--- src/rtl/axi_lite_gpio_if.sv ---
// AXI4-Lite slave-side bus bundle for the GPIO peripheral.
// The master modport is the CPU-side bridge; the slave modport is the peripheral.
interface axi_lite_gpio_if;
  logic        S_AXI_AWVALID;
  logic        S_AXI_AWREADY;
  logic [31:0] S_AXI_AWADDR;
  logic [2:0]  S_AXI_AWPROT;
  logic        S_AXI_WVALID;
  logic        S_AXI_WREADY;
  logic [31:0] S_AXI_WDATA;
  logic [3:0]  S_AXI_WSTRB;
  logic        S_AXI_BVALID;
  logic        S_AXI_BREADY;
  logic [1:0]  S_AXI_BRESP;
  logic        S_AXI_ARVALID;
  logic        S_AXI_ARREADY;
  logic [31:0] S_AXI_ARADDR;
  logic [2:0]  S_AXI_ARPROT;
  logic        S_AXI_RVALID;
  logic        S_AXI_RREADY;
  logic [31:0] S_AXI_RDATA;
  logic [1:0]  S_AXI_RRESP;

  modport master (
    output S_AXI_AWVALID, S_AXI_AWADDR, S_AXI_AWPROT,
    output S_AXI_WVALID, S_AXI_WDATA, S_AXI_WSTRB,
    output S_AXI_BREADY, S_AXI_ARVALID, S_AXI_ARADDR, S_AXI_ARPROT, S_AXI_RREADY,
    input  S_AXI_AWREADY, S_AXI_WREADY, S_AXI_BVALID, S_AXI_BRESP,
    input  S_AXI_ARREADY, S_AXI_RVALID, S_AXI_RDATA, S_AXI_RRESP
  );

  modport slave (
    input  S_AXI_AWVALID, S_AXI_AWADDR, S_AXI_AWPROT,
    input  S_AXI_WVALID, S_AXI_WDATA, S_AXI_WSTRB,
    input  S_AXI_BREADY, S_AXI_ARVALID, S_AXI_ARADDR, S_AXI_ARPROT, S_AXI_RREADY,
    output S_AXI_AWREADY, S_AXI_WREADY, S_AXI_BVALID, S_AXI_BRESP,
    output S_AXI_ARREADY, S_AXI_RVALID, S_AXI_RDATA, S_AXI_RRESP
  );
endinterface

--- src/rtl/axi_lite_gpio.sv ---
// AXI4-Lite GPIO: DATA/DIR registers, 2-flop input sync; write resp 1 cycle after AW+W, read data 1 cycle after AR.
// Responses held until BREADY/RREADY; optional edge-detect interrupt under GPIO_IRQ_EN.
module axi_lite_gpio #(
  parameter int GPIO_WIDTH = 8
) (
  input  logic                  clk,
  input  logic                  reset,
  axi_lite_gpio_if.slave        s_axi,
  input  logic [GPIO_WIDTH-1:0] gpio_in,
  output logic [GPIO_WIDTH-1:0] gpio_out,
  output logic [GPIO_WIDTH-1:0] gpio_oe,
  output logic                  gpio_irq
);

  typedef enum logic {W_IDLE, W_RESP} w_state_t;
  typedef enum logic {R_IDLE, R_DATA} r_state_t;

  localparam logic [1:0] RESP_OKAY   = 2'b00;
  localparam logic [1:0] RESP_SLVERR = 2'b10;

  w_state_t w_state, w_state_nxt;
  r_state_t r_state, r_state_nxt;

  logic                  aw_held, w_held;
  logic [31:0]           awaddr_q, wdata_q;
  logic [3:0]            wstrb_q;
  logic [1:0]            bresp_q, rresp_q;
  logic [31:0]           rdata_q;
  logic [GPIO_WIDTH-1:0] out_q, dir_q, sync1, sync2;
  logic [GPIO_WIDTH-1:0] stat_rd, mask_rd;

  logic                  aw_hs, w_hs, ar_hs, b_hs, r_hs;
  logic                  do_write, wr_ok, rd_ok;
  logic [31:0]           wr_addr, wr_data, wr_mask32;
  logic [3:0]            wr_strb;
  logic [GPIO_WIDTH-1:0] wr_mask, wr_bits, rd_sel;

  // 0x8/0xC only exist when the interrupt block is built.
  function automatic logic is_mapped(input logic [31:0] a);
    logic m;
    m = (a[31:4] == 28'd0) && (a[1:0] == 2'b00);
`ifndef GPIO_IRQ_EN
    m = m && !a[3];
`endif
    return m;
  endfunction

  assign s_axi.S_AXI_AWREADY = reset && (w_state == W_IDLE) && !aw_held;
  assign s_axi.S_AXI_WREADY  = reset && (w_state == W_IDLE) && !w_held;
  assign s_axi.S_AXI_ARREADY = reset && (r_state == R_IDLE);
  assign s_axi.S_AXI_BRESP   = bresp_q;
  assign s_axi.S_AXI_RRESP   = rresp_q;
  assign s_axi.S_AXI_RDATA   = rdata_q;

  assign aw_hs = s_axi.S_AXI_AWVALID && s_axi.S_AXI_AWREADY;
  assign w_hs  = s_axi.S_AXI_WVALID  && s_axi.S_AXI_WREADY;
  assign ar_hs = s_axi.S_AXI_ARVALID && s_axi.S_AXI_ARREADY;
  assign b_hs  = (w_state == W_RESP) && s_axi.S_AXI_BREADY;
  assign r_hs  = (r_state == R_DATA) && s_axi.S_AXI_RREADY;

  // Take each half from its latch if it arrived earlier, else straight off the bus.
  assign do_write  = (w_state == W_IDLE) && (aw_held || aw_hs) && (w_held || w_hs);
  assign wr_addr   = aw_held ? awaddr_q : s_axi.S_AXI_AWADDR;
  assign wr_data   = w_held  ? wdata_q  : s_axi.S_AXI_WDATA;
  assign wr_strb   = w_held  ? wstrb_q  : s_axi.S_AXI_WSTRB;
  assign wr_ok     = is_mapped(wr_addr);
  assign wr_mask32 = {{8{wr_strb[3]}}, {8{wr_strb[2]}}, {8{wr_strb[1]}}, {8{wr_strb[0]}}};
  assign wr_mask   = wr_mask32[GPIO_WIDTH-1:0];
  assign wr_bits   = wr_data[GPIO_WIDTH-1:0];
  assign rd_ok     = is_mapped(s_axi.S_AXI_ARADDR);

  always_comb begin
    w_state_nxt = w_state;
    r_state_nxt = r_state;
    s_axi.S_AXI_BVALID = (w_state == W_RESP);
    s_axi.S_AXI_RVALID = (r_state == R_DATA);
    case (w_state)
      W_IDLE:  if (do_write) w_state_nxt = W_RESP;
      W_RESP:  if (b_hs)     w_state_nxt = W_IDLE;
      default: w_state_nxt = W_IDLE;
    endcase
    case (r_state)
      R_IDLE:  if (ar_hs) r_state_nxt = R_DATA;
      R_DATA:  if (r_hs)  r_state_nxt = R_IDLE;
      default: r_state_nxt = R_IDLE;
    endcase
  end

  always_comb begin
    rd_sel = '0;
    case (s_axi.S_AXI_ARADDR[3:2])
      2'd0:    rd_sel = sync2;
      2'd1:    rd_sel = dir_q;
      2'd2:    rd_sel = stat_rd;
      default: rd_sel = mask_rd;
    endcase
  end

  always_ff @(posedge clk) begin
    if (!reset) begin
      w_state  <= W_IDLE;
      r_state  <= R_IDLE;
      aw_held  <= 1'b0;
      w_held   <= 1'b0;
      awaddr_q <= '0;
      wdata_q  <= '0;
      wstrb_q  <= '0;
      bresp_q  <= RESP_OKAY;
      rresp_q  <= RESP_OKAY;
      rdata_q  <= '0;
      out_q    <= '0;
      dir_q    <= '0;
      sync1    <= '0;
      sync2    <= '0;
    end else begin
      w_state <= w_state_nxt;
      r_state <= r_state_nxt;
      sync1   <= gpio_in;
      sync2   <= sync1;
      if (aw_hs) begin
        aw_held  <= 1'b1;
        awaddr_q <= s_axi.S_AXI_AWADDR;
      end
      if (w_hs) begin
        w_held  <= 1'b1;
        wdata_q <= s_axi.S_AXI_WDATA;
        wstrb_q <= s_axi.S_AXI_WSTRB;
      end
      if (b_hs) begin
        aw_held <= 1'b0;
        w_held  <= 1'b0;
      end
      if (do_write) begin
        bresp_q <= wr_ok ? RESP_OKAY : RESP_SLVERR;
        if (wr_ok && wr_addr[3:2] == 2'd0) out_q <= (out_q & ~wr_mask) | (wr_bits & wr_mask);
        if (wr_ok && wr_addr[3:2] == 2'd1) dir_q <= (dir_q & ~wr_mask) | (wr_bits & wr_mask);
      end
      if (ar_hs) begin
        rresp_q <= rd_ok ? RESP_OKAY : RESP_SLVERR;
        rdata_q <= rd_ok ? 32'(rd_sel) : 32'd0;
      end
    end
  end

  assign gpio_out = out_q;
  assign gpio_oe  = dir_q;

`ifdef GPIO_IRQ_EN
  logic [GPIO_WIDTH-1:0] sync3, stat_q, mask_q, stat_clr;
  logic                  irq_q;

  assign stat_clr = (do_write && wr_ok && wr_addr[3:2] == 2'd2) ? (wr_bits & wr_mask) : '0;

  // A new rising edge overrides a simultaneous write-1-to-clear.
  always_ff @(posedge clk) begin
    if (!reset) begin
      sync3  <= '0;
      stat_q <= '0;
      mask_q <= '0;
      irq_q  <= 1'b0;
    end else begin
      sync3  <= sync2;
      stat_q <= (stat_q & ~stat_clr) | (sync2 & ~sync3);
      if (do_write && wr_ok && wr_addr[3:2] == 2'd3) mask_q <= (mask_q & ~wr_mask) | (wr_bits & wr_mask);
      irq_q  <= |(stat_q & mask_q);
    end
  end

  assign stat_rd  = stat_q;
  assign mask_rd  = mask_q;
  assign gpio_irq = irq_q;
`else
  assign stat_rd  = '0;
  assign mask_rd  = '0;
  assign gpio_irq = 1'b0;
`endif

  logic unused_ok;
  assign unused_ok = &{1'b0, s_axi.S_AXI_AWPROT, s_axi.S_AXI_ARPROT, wr_data};

endmodule

--- src/flat_wrapper.sv ---
// flat-port wrapper written by rule: the top's interface ports become plain ports
module axi_lite_gpio_flat 
#(
  parameter int GPIO_WIDTH = 8
)
  (clk, reset, gpio_in, gpio_out, gpio_oe, gpio_irq, s_axi_S_AXI_AWVALID, s_axi_S_AXI_AWADDR, s_axi_S_AXI_AWPROT, s_axi_S_AXI_WVALID, s_axi_S_AXI_WDATA, s_axi_S_AXI_WSTRB, s_axi_S_AXI_BREADY, s_axi_S_AXI_ARVALID, s_axi_S_AXI_ARADDR, s_axi_S_AXI_ARPROT, s_axi_S_AXI_RREADY, s_axi_S_AXI_AWREADY, s_axi_S_AXI_WREADY, s_axi_S_AXI_BVALID, s_axi_S_AXI_BRESP, s_axi_S_AXI_ARREADY, s_axi_S_AXI_RVALID, s_axi_S_AXI_RDATA, s_axi_S_AXI_RRESP);
  axi_lite_gpio_if s_axi_i ();
  input  logic clk;
  input  logic reset;
  input  logic [GPIO_WIDTH-1:0] gpio_in;
  output logic [GPIO_WIDTH-1:0] gpio_out;
  output logic [GPIO_WIDTH-1:0] gpio_oe;
  output logic gpio_irq;
  input wire logic [$bits(s_axi_i.S_AXI_AWVALID)-1:0] s_axi_S_AXI_AWVALID;
  input wire logic [$bits(s_axi_i.S_AXI_AWADDR)-1:0] s_axi_S_AXI_AWADDR;
  input wire logic [$bits(s_axi_i.S_AXI_AWPROT)-1:0] s_axi_S_AXI_AWPROT;
  input wire logic [$bits(s_axi_i.S_AXI_WVALID)-1:0] s_axi_S_AXI_WVALID;
  input wire logic [$bits(s_axi_i.S_AXI_WDATA)-1:0] s_axi_S_AXI_WDATA;
  input wire logic [$bits(s_axi_i.S_AXI_WSTRB)-1:0] s_axi_S_AXI_WSTRB;
  input wire logic [$bits(s_axi_i.S_AXI_BREADY)-1:0] s_axi_S_AXI_BREADY;
  input wire logic [$bits(s_axi_i.S_AXI_ARVALID)-1:0] s_axi_S_AXI_ARVALID;
  input wire logic [$bits(s_axi_i.S_AXI_ARADDR)-1:0] s_axi_S_AXI_ARADDR;
  input wire logic [$bits(s_axi_i.S_AXI_ARPROT)-1:0] s_axi_S_AXI_ARPROT;
  input wire logic [$bits(s_axi_i.S_AXI_RREADY)-1:0] s_axi_S_AXI_RREADY;
  output wire logic [$bits(s_axi_i.S_AXI_AWREADY)-1:0] s_axi_S_AXI_AWREADY;
  output wire logic [$bits(s_axi_i.S_AXI_WREADY)-1:0] s_axi_S_AXI_WREADY;
  output wire logic [$bits(s_axi_i.S_AXI_BVALID)-1:0] s_axi_S_AXI_BVALID;
  output wire logic [$bits(s_axi_i.S_AXI_BRESP)-1:0] s_axi_S_AXI_BRESP;
  output wire logic [$bits(s_axi_i.S_AXI_ARREADY)-1:0] s_axi_S_AXI_ARREADY;
  output wire logic [$bits(s_axi_i.S_AXI_RVALID)-1:0] s_axi_S_AXI_RVALID;
  output wire logic [$bits(s_axi_i.S_AXI_RDATA)-1:0] s_axi_S_AXI_RDATA;
  output wire logic [$bits(s_axi_i.S_AXI_RRESP)-1:0] s_axi_S_AXI_RRESP;
  assign s_axi_i.S_AXI_AWVALID = s_axi_S_AXI_AWVALID;
  assign s_axi_i.S_AXI_AWADDR = s_axi_S_AXI_AWADDR;
  assign s_axi_i.S_AXI_AWPROT = s_axi_S_AXI_AWPROT;
  assign s_axi_i.S_AXI_WVALID = s_axi_S_AXI_WVALID;
  assign s_axi_i.S_AXI_WDATA = s_axi_S_AXI_WDATA;
  assign s_axi_i.S_AXI_WSTRB = s_axi_S_AXI_WSTRB;
  assign s_axi_i.S_AXI_BREADY = s_axi_S_AXI_BREADY;
  assign s_axi_i.S_AXI_ARVALID = s_axi_S_AXI_ARVALID;
  assign s_axi_i.S_AXI_ARADDR = s_axi_S_AXI_ARADDR;
  assign s_axi_i.S_AXI_ARPROT = s_axi_S_AXI_ARPROT;
  assign s_axi_i.S_AXI_RREADY = s_axi_S_AXI_RREADY;
  assign s_axi_S_AXI_AWREADY = s_axi_i.S_AXI_AWREADY;
  assign s_axi_S_AXI_WREADY = s_axi_i.S_AXI_WREADY;
  assign s_axi_S_AXI_BVALID = s_axi_i.S_AXI_BVALID;
  assign s_axi_S_AXI_BRESP = s_axi_i.S_AXI_BRESP;
  assign s_axi_S_AXI_ARREADY = s_axi_i.S_AXI_ARREADY;
  assign s_axi_S_AXI_RVALID = s_axi_i.S_AXI_RVALID;
  assign s_axi_S_AXI_RDATA = s_axi_i.S_AXI_RDATA;
  assign s_axi_S_AXI_RRESP = s_axi_i.S_AXI_RRESP;
  axi_lite_gpio #(.GPIO_WIDTH(GPIO_WIDTH)) u_core (.clk(clk), .reset(reset), .s_axi(s_axi_i), .gpio_in(gpio_in), .gpio_out(gpio_out), .gpio_oe(gpio_oe), .gpio_irq(gpio_irq));
endmodule
--- config.mk ---
export PLATFORM = sky130hd
export DESIGN_NAME = axi_lite_gpio_flat
export DESIGN_NICKNAME = d
export VERILOG_FILES = /design/src/rtl/axi_lite_gpio_if.sv /design/src/rtl/axi_lite_gpio.sv /design/src/flat_wrapper.sv
export SDC_FILE = /design/constraint.sdc
export NUM_CORES = 1
export LEC_CHECK = 0
export BUFFER_PORTS_ARGS = -buffer_cell sky130_fd_sc_hd__buf_2
export CAP_MARGIN = 20
export CORE_MARGIN = 4
export CORE_UTILIZATION = 47
export DETAILED_ROUTE_END_ITERATION = 16
export GPL_TIMING_DRIVEN = 0
export HOLD_SLACK_MARGIN = 0.02
export PLACE_DENSITY = 0.81
export SLEW_MARGIN = 5
export SYNTH_ARGS = -nofsm -noshare
export SYNTH_HDL_FRONTEND = slang
export SYNTH_SLANG_ARGS = --single-unit
--- constraint.sdc ---
create_clock -name clk -period 2.6 [get_ports clk]
set_input_delay 0.13 -clock clk [delete_from_list [all_inputs] [get_ports clk]]
set_output_delay 0.13 -clock clk [all_outputs]
set_load 0.05 [all_outputs]
* Yosys cells after proc, flatten, opt, wreduce, memory -nomap -nowiden
Cells that the tools add are included.
** Word-level totals
- Flip-flop bits (word level) :: 113
- Latch bits :: 0
- Memory bits (writable) :: 0
- Bits in read-only memories :: 0
- Input bits :: 121
- Output and inout port bits :: 58
- Logic and storage cells :: 70
- Memories :: 0
** Operators by class
- $add $sub $neg :: 0
- Multipliers :: 0
- Div/mod/pow operators :: 0
- $lt $le $gt $ge :: 0
- Equal/unequal tests :: 2
- Shift operators :: 0
- Mux-type cells :: 13
- Bitwise operators :: 9
- Reductions and logical operators :: 32
** Operator list (number)
- zero test 28 bit :: 2
- 2-to-1 mux 32 bit :: 1
- AND 8 bit :: 3
- logical AND 1 bit :: 17
- 2-to-1 mux 8 bit :: 2
- bitwise OR 8 bit :: 2
- one-hot mux 8 bit (2 select lines) :: 1
- zero test 2 bit :: 4
- inverter 8 bit :: 1
- 2-to-1 mux 1 bit :: 5
- == test 2 x 1 -> 1 bit (second input constant) :: 2
- zero test 1 bit :: 4
- 2-to-1 mux 2 bit :: 2
- one-hot mux 1 bit (2 select lines) :: 2
- AND reduction 2 bit :: 2
- inverter 1 bit :: 3
- logical OR 1 bit :: 2
- OR reduction 2 bit :: 1

* Depth between registers and ports, before layout
Gate-level depths: netlist (run 1).
- Word-level depth :: 9
- Depth in mapped cells :: 8

* Least setup slack after synthesis (run 1)
OpenSTA, ideal clock, no wires.
- Path kind :: flip-flop to flip-flop
- From :: register u_core.r_state, in the netlist u_core.s_axi.S_AXI_RVALID
- To :: register u_core.rdata_q[6], in the netlist u_core.s_axi.S_AXI_RDATA[6]
- Library setup time :: 0.060 ns
- Arrival time :: 2.339 ns
- Slack :: 0.201 ns
- Stages on the path, launching flop included :: 7
- Clock period less this slack :: 2.399 ns
- Path through :: dfxtp_1 nor2b_1 nand2_1 or4_1 clkbuf_1 o21ai_0 and2_1
** Between the ends
- Cells in the longest elaborated chain, start to end :: 3
** Ends and longest elaborated chain
- start: declaration :: RTL line axi_lite_gpio.sv:22 : r_state_t r_state, r_state_nxt;
- start signal: assignment :: RTL line axi_lite_gpio.sv:117 : r_state <= r_state_nxt;
- inverter 1 bit :: RTL line axi_lite_gpio.sv:50 : assign s_axi.S_AXI_ARREADY = reset && (r_state == R_IDLE);
- logical AND 1 bit :: RTL line axi_lite_gpio.sv:50
- net s_axi_S_AXI_ARREADY :: RTL line flat_wrapper.sv:29 : output wire logic [$bits(s_axi_i.S_AXI_ARREADY)-1:0] s_axi_S_AXI_ARREADY;
- logical AND 1 bit :: RTL line axi_lite_gpio.sv:57 : assign ar_hs = s_axi.S_AXI_ARVALID && s_axi.S_AXI_ARREADY;
- end signal: assignment :: RTL line axi_lite_gpio.sv:140 : rdata_q <= rd_ok ? 32'(rd_sel) : 32'd0;
- end: declaration :: RTL line axi_lite_gpio.sv:28 : logic [31:0] rdata_q;
The timed path passes the listed nets, and every way through them passes these cells.
A chain may end at the register's enable or synchronous reset.

==> out/metrics.csv, run 1 <==
metric,value,unit
port bufs,116,
die height,98.07,um
XOR/XNOR share of the synthesized area,0,%
initial antenna violation count,0,
clock latency on the worst-skew pair,0.36,ns
Syn Inst Count,444,
Syn Std Cell Area,3812,um2
total number of H-tree levels,3,
required time of the worst setup path,2.84,ns
count of final max-slew check failures,0,
beginning of the critical path,u_core.aw_held$_SDFFE_PP0P_,
Final Wtd Congestion,0.8257,
detailed-route DRC error count,0,
Max transition margin,50.54,%
PostCTS Resize Cnt,0,
vias per std cell,4.986,
post-synth cell types,31,
dominant combinational cell family by area after synthesis,simple AND/OR/NAND/NOR gates,
TritonCTS Sinks,87,
"Power, Total",3.101,mW
Routed WL,10.02,mm
Worst VDD drop,0.3819,mV
Synth area leaders,"sky130_fd_sc_hd__dfxtp_1 46%, sky130_fd_sc_hd__nand2_1 9.6%, sky130_fd_sc_hd__a21boi_0 8.1%, sky130_fd_sc_hd__buf_4 5.5%, sky130_fd_sc_hd__and2_1 4.4%",
starting density of the core,48.83,%
Placed Instance Area,4618,um2
starting DRC count in detailed routing,176,
global-route wire length before repair,16.36,mm
Setup WS pre-CTS,0.3614,ns
max-cap check violation count,0,
final setup skew,0.01236,ns
ant diodes,0,
Leakage,2.179,nW
Layout Nets,734,
global-route congestion overflow total,0,
largest fanout of any net on the critical path,10,
HPWL reported at the end of detailed placement,7.639,mm
CTS tree,yes,
number of storage elements in the synthesis netlist,87,
vias in the first global route,3520,
complex-gate fraction of the synthesized area,16.93,%
post-route setup slack,0.3503,ns
ANT nets after route,0,
top achievable clock speed,0.4445,GHz
worst flop-to-flop path startpoint,u_core.aw_held$_SDFFE_PP0P_,
TritonCTS buffer count,9,
power density cells,615.7,nW/um2
via count,3585,
share of layout cells above drive strength 1,28.04,%
part of the cycle the worst path needs,86.53,%
leading area contributor after synthesis,sky130_fd_sc_hd__dfxtp_1,
CP endpoint kind,register,
Core Footprint,7807,um2
horizontal die dimension,98.07,um
total negative slack for setup checks,0,ns
arrival time reported for the critical path endpoint,2.49,ns
hold path start,s_axi_S_AXI_WDATA[6],
maximum number of pins on one net before global-route repair,15,
fraction of synthesized area in multiplexers,5.284,%
class of the tightest hold or removal check,input pin to register,
Post-Synth Simple-Gate Area,23.40,%
total number of placement rows,32,
number of failing setup endpoints in the final timing report,0,
signed area change from the synthesized netlist to the final layout,32.10,%
element type at the critical path start,register,
Worst Tran Pin Value,0.7213,ns
CTS Hold Bufs,16,
Synth top area share,45.68,%
worst slack on hold paths,0.02740,ns
I/O pins,179,
number of warnings reported in the yosys synthesis log,0,
adder-cell share of the synthesized area,0,%
cell area after layout,5036,um2
result of the run,completed,
Clock transition at path regs,0.08,ns
overall global routing resource usage,20.86,%
CTS root buf,sky130_fd_sc_hd__clkbuf_8,
unrepaired setup endpoints after global routing,no,
post-CTS repair timing setup buffer count,0,
sequential-to-total area share from yosys stat,45.68,%
Tmin final,2.250,ns
average cell area after synthesis,8.587,um2
CTS Buffer Depth,2,
floorplan die area,9617,um2
Final Hold Violating Endpoints,0,
detail-routed net length per standard cell,13.94,um
classification of the worst setup path,register to register,
count of TritonRoute iterations in the first routing pass,4,
==> area by class of cell <==
type / count / area (um2)
sequential: 87 / 1742
clock buffer: 9 / 123.9
tap: 102 / 127.6
timing repair buffer: 132 / 740.7
buffer: 55 / 327.8
clock inverter: 6 / 133.9
fill: 672 / 2771
multi-input combinational: 328 / 1841
==> critical path, cell delays in order, from the launching register on <==
cell                      delay [ns]
sky130_fd_sc_hd__dfxtp_1        0.35
sky130_fd_sc_hd__buf_6          0.16
sky130_fd_sc_hd__a21oi_2        0.05
sky130_fd_sc_hd__or4_4          0.54
sky130_fd_sc_hd__a221o_2        0.39
sky130_fd_sc_hd__buf_6          0.17
sky130_fd_sc_hd__o41ai_1        0.41
sky130_fd_sc_hd__nor2_1         0.07
==> placed cells by master, fill, tap and decap left out, types with 3 or more instances in the layout <==
master,instances
sky130_fd_sc_hd__buf_2,117
sky130_fd_sc_hd__nand2_1,98
sky130_fd_sc_hd__dfxtp_1,87
sky130_fd_sc_hd__a21boi_0,41
sky130_fd_sc_hd__buf_4,28
sky130_fd_sc_hd__and2_1,27
sky130_fd_sc_hd__conb_1,27
sky130_fd_sc_hd__nor2_1,25
sky130_fd_sc_hd__clkbuf_1,22
sky130_fd_sc_hd__a21oi_1,19
sky130_fd_sc_hd__nor4_1,16
sky130_fd_sc_hd__o41ai_1,16
sky130_fd_sc_hd__dlygate4sd3_1,16
sky130_fd_sc_hd__mux2i_1,10
sky130_fd_sc_hd__o21ai_0,9
sky130_fd_sc_hd__clkbuf_8,9
sky130_fd_sc_hd__mux2_2,8
sky130_fd_sc_hd__nor2b_1,6
sky130_fd_sc_hd__nand4_1,6
sky130_fd_sc_hd__nor3_1,6
sky130_fd_sc_hd__bufinv_16,4
sky130_fd_sc_hd__nor4b_1,3
==> stage by stage <==
step | std cells | util, %
after floorplan | 470 | -
after global placement | 688 | 59.15
after detailed placement | 688 | 59.15
after CTS | 719 | 64.50
after global routing | 719 | 64.50
final | 719 | 64.50
==> metal layers <==
metal / up-vias / track usage (%) / share of wire (%)
li1: 1814 / - / -
met1: 1617 / 25.00 / 42
met3: 14 / 4.714 / 8.0
met5: - / 0 / 0
met4: 0 / 7.242 / 1.5
met2: 140 / 36.65 / 49
==> path summary, 6_finish.rpt <==
path	end	slack, ns	cells after the start
max	register	0.35	7
max reg2reg	register	0.35	7
min	u_core.wdata_q[6]$_SDFFE_PN0P_	0.03	3
min reg2reg	u_core.sync2[5]$_SDFF_PN0_	0.43	1
==> cells in the mapped netlist (all sizes together) <==
cell     n
clkbuf  22
buf     33
o21a     1
a222oi   1
o21ai    9
conb     1
nor4b    3
a21oi   20
nor2b    6
a221o    1
nor4    16
and2    27
o211a    2
or4      2
nand2b   1
mux2i   10
dfxtp   87
o41ai   16
nor2    25
a21boi  41
nand3    1
nand4    6
mux2     9
nand2   98
nor3     6
==> logic make-up (layout without fill, tap and decap cells) <==
group	count (synthesis)	after routing
other cells	1	27
flops	87	87
compound gates	91	91
buf+inv	55	202
mux	19	19
simple gates	191	191
==> power breakdown <==
group	internal [mW]	leakage (nW)	switching, mW
clock network	0.730	0.129	0.475
logic	0.187	1.34	0.303
registers	1.38	0.709	0.0246
Note: power is estimated with default switching activity, not from simulation.
==> run 2: changes to the inputs <==
- RECOVER_POWER: default -> 100
- SETUP_SLACK_MARGIN: default -> 0.15
==> run 2 against run 1 <==
Net effect: worst hold slack improved by 0.0034 ns; clock skew down 0.0016 ns; combinational power is 1% lower; core utilization is 0.61 points lower; register-to-register slack got worse by 0.09 ns; sequential power about the same; cell count stayed put; global-route usage is the same; setup slack worse by 0.087 ns; first-iteration DRC count shrank 2.8%; critical path depth unchanged; die area did not move; highest routed layer unchanged.
==> out/metrics.csv, run 2 (same netlist as run 1, synthesis figures left out) <==
metric,value,unit
initial antenna violation count,0,
total negative slack for setup checks,0,ns
Leakage,2.029,nW
starting density of the core,48.83,%
cell area after layout,4989,um2
Final Wtd Congestion,0.8257,
clock latency on the worst-skew pair,0.36,ns
part of the cycle the worst path needs,89.86,%
vias per std cell,4.985,
total number of H-tree levels,3,
horizontal die dimension,98.07,um
"most used cell, CP",sky130_fd_sc_hd__buf_6,
ANT nets after route,0,
ant diodes,0,
Routed WL,9.946,mm
largest fanout of any net on the critical path,10,
I/O pins,179,
Clock transition at path regs,0.09,ns
element type at the critical path start,register,
required time of the worst setup path,2.84,ns
Worst VDD drop,0.3820,mV
highest-count cells in the layout ignoring fill and taps,"98 x sky130_fd_sc_hd__nand2_1, 87 x sky130_fd_sc_hd__dfxtp_1, 86 x sky130_fd_sc_hd__buf_2",
result of the run,completed,
fillcell total,697,
global-route wire length before repair,16.36,mm
vias in the first global route,3520,
maximum number of pins on one net before global-route repair,15,
CTS Buffer Depth,2,
Layout Nets,734,
share of layout cells above drive strength 1,22.53,%
Tmin final,2.336,ns
top achievable clock speed,0.4280,GHz
global-route congestion overflow total,0,
CTS tree,yes,
worst slack on hold paths,0.03079,ns
final setup skew,0.01073,ns
detail-routed net length per standard cell,13.83,um
CTS root buf,sky130_fd_sc_hd__clkbuf_8,
via count,3584,
count of TritonRoute iterations in the first routing pass,6,
HPWL reported at the end of detailed placement,7.639,mm
port bufs,116,
Placed Instance Area,4618,um2
Core Footprint,7807,um2
Reg area,1742,um2
cells traversed along the worst timing path,buf_6 > a21oi_1 > or4_4 > a221o_1 > buf_6 > o41ai_1 > nor2_1,
TritonCTS buffer count,9,
signed area change from the synthesized netlist to the final layout,30.85,%
die height,98.07,um
total number of placement rows,32,
number of failing setup endpoints in the final timing report,0,
"commonest non-fill, non-tap cell in the layout",sky130_fd_sc_hd__nand2_1,
Worst Tran Pin Value,0.7316,ns
crit-path max cell delay,0.58,ns
power density cells,619.6,nW/um2
classification of the worst setup path,register to register,
area occupied by multi-input gates,1836,um2
class of the tightest hold or removal check,input pin to register,
overall global routing resource usage,20.86,%
TritonCTS Sinks,87,
CP max-delay cell,sky130_fd_sc_hd__or4_4,
arrival time reported for the critical path endpoint,2.57,ns
detailed-route DRC error count,0,
count of final max-slew check failures,0,
max-cap check violation count,0,
Max transition margin,49.83,%
unrepaired setup endpoints after global routing,no,
floorplan die area,9617,um2
Final Hold Violating Endpoints,0,
post-CTS repair timing setup buffer count,0,
CP endpoint kind,register,
starting DRC count in detailed routing,171,
[run 2: what timing repair did]
action	CTS	global route
gates resized for setup	0	0
hold buffers	16	0
hold endpoints to repair	16	0
endpoints found under the setup margin	0	0
[run 2: worst max-delay path, delay by kind of cell (launching register included)]
| family | cells | cell delay [ns] |
|---|---|---|
| DFF | 1 | 0.35 |
| and+or+nand+nor | 2 | 0.65 |
| buffers and inverters | 2 | 0.34 |
| AOI/OAI and AO/OA | 3 | 0.88 |
[run 2: final timing paths]
check | from | endpoint | slack, ns | depth (start not counted)
worst max-delay path | u_core.aw_held$_SDFFE_PP0P_ | register | 0.26 | 7
worst min-delay path | s_axi_S_AXI_AWADDR[15] | u_core.awaddr_q[15]$_SDFFE_PN0P_ | 0.03 | 3
worst max register to register | u_core.aw_held$_SDFFE_PP0P_ | register | 0.26 | 7
worst min register to register | u_core.sync1[5]$_SDFF_PN0_ | u_core.sync2[5]$_SDFF_PN0_ | 0.44 | 1
[run 2: routing by layer]
metal	wire (um)	GRT usage, %	vias up
li1	-	-	1814
met1	4078	25.00	1608
met2	4936	36.65	152
met3	831	4.714	10
met4	99	7.242	0
met5	0	0	-
[run 2: metrics by stage]
step,instances,setup WS [ns],utilization [%],power (mW)
floorplan,470,0.2010,-,1.762
global placement,688,0.3711,59.15,1.891
detailed placement,688,0.3614,59.15,1.904
CTS,719,0.3469,64.50,3.110
global route,719,0.1240,63.89,3.216
finish,719,0.2637,63.89,3.091
[run 2: layout make-up]
type / count / share of cell area [%]
multi-input combinational: 328 / 36.79
tap: 102 / 2.558
clock inverter: 6 / 2.684
clock buffer: 9 / 2.483
timing repair buffer: 132 / 14.07
sequential: 87 / 34.91
buffer: 55 / 6.496
[run 2: where the power goes]
group	internal (mW)	switching (mW)
clock network	0.730	0.470
registers	1.38	0.0247
logic	0.183	0.302
total	2.29	0.797
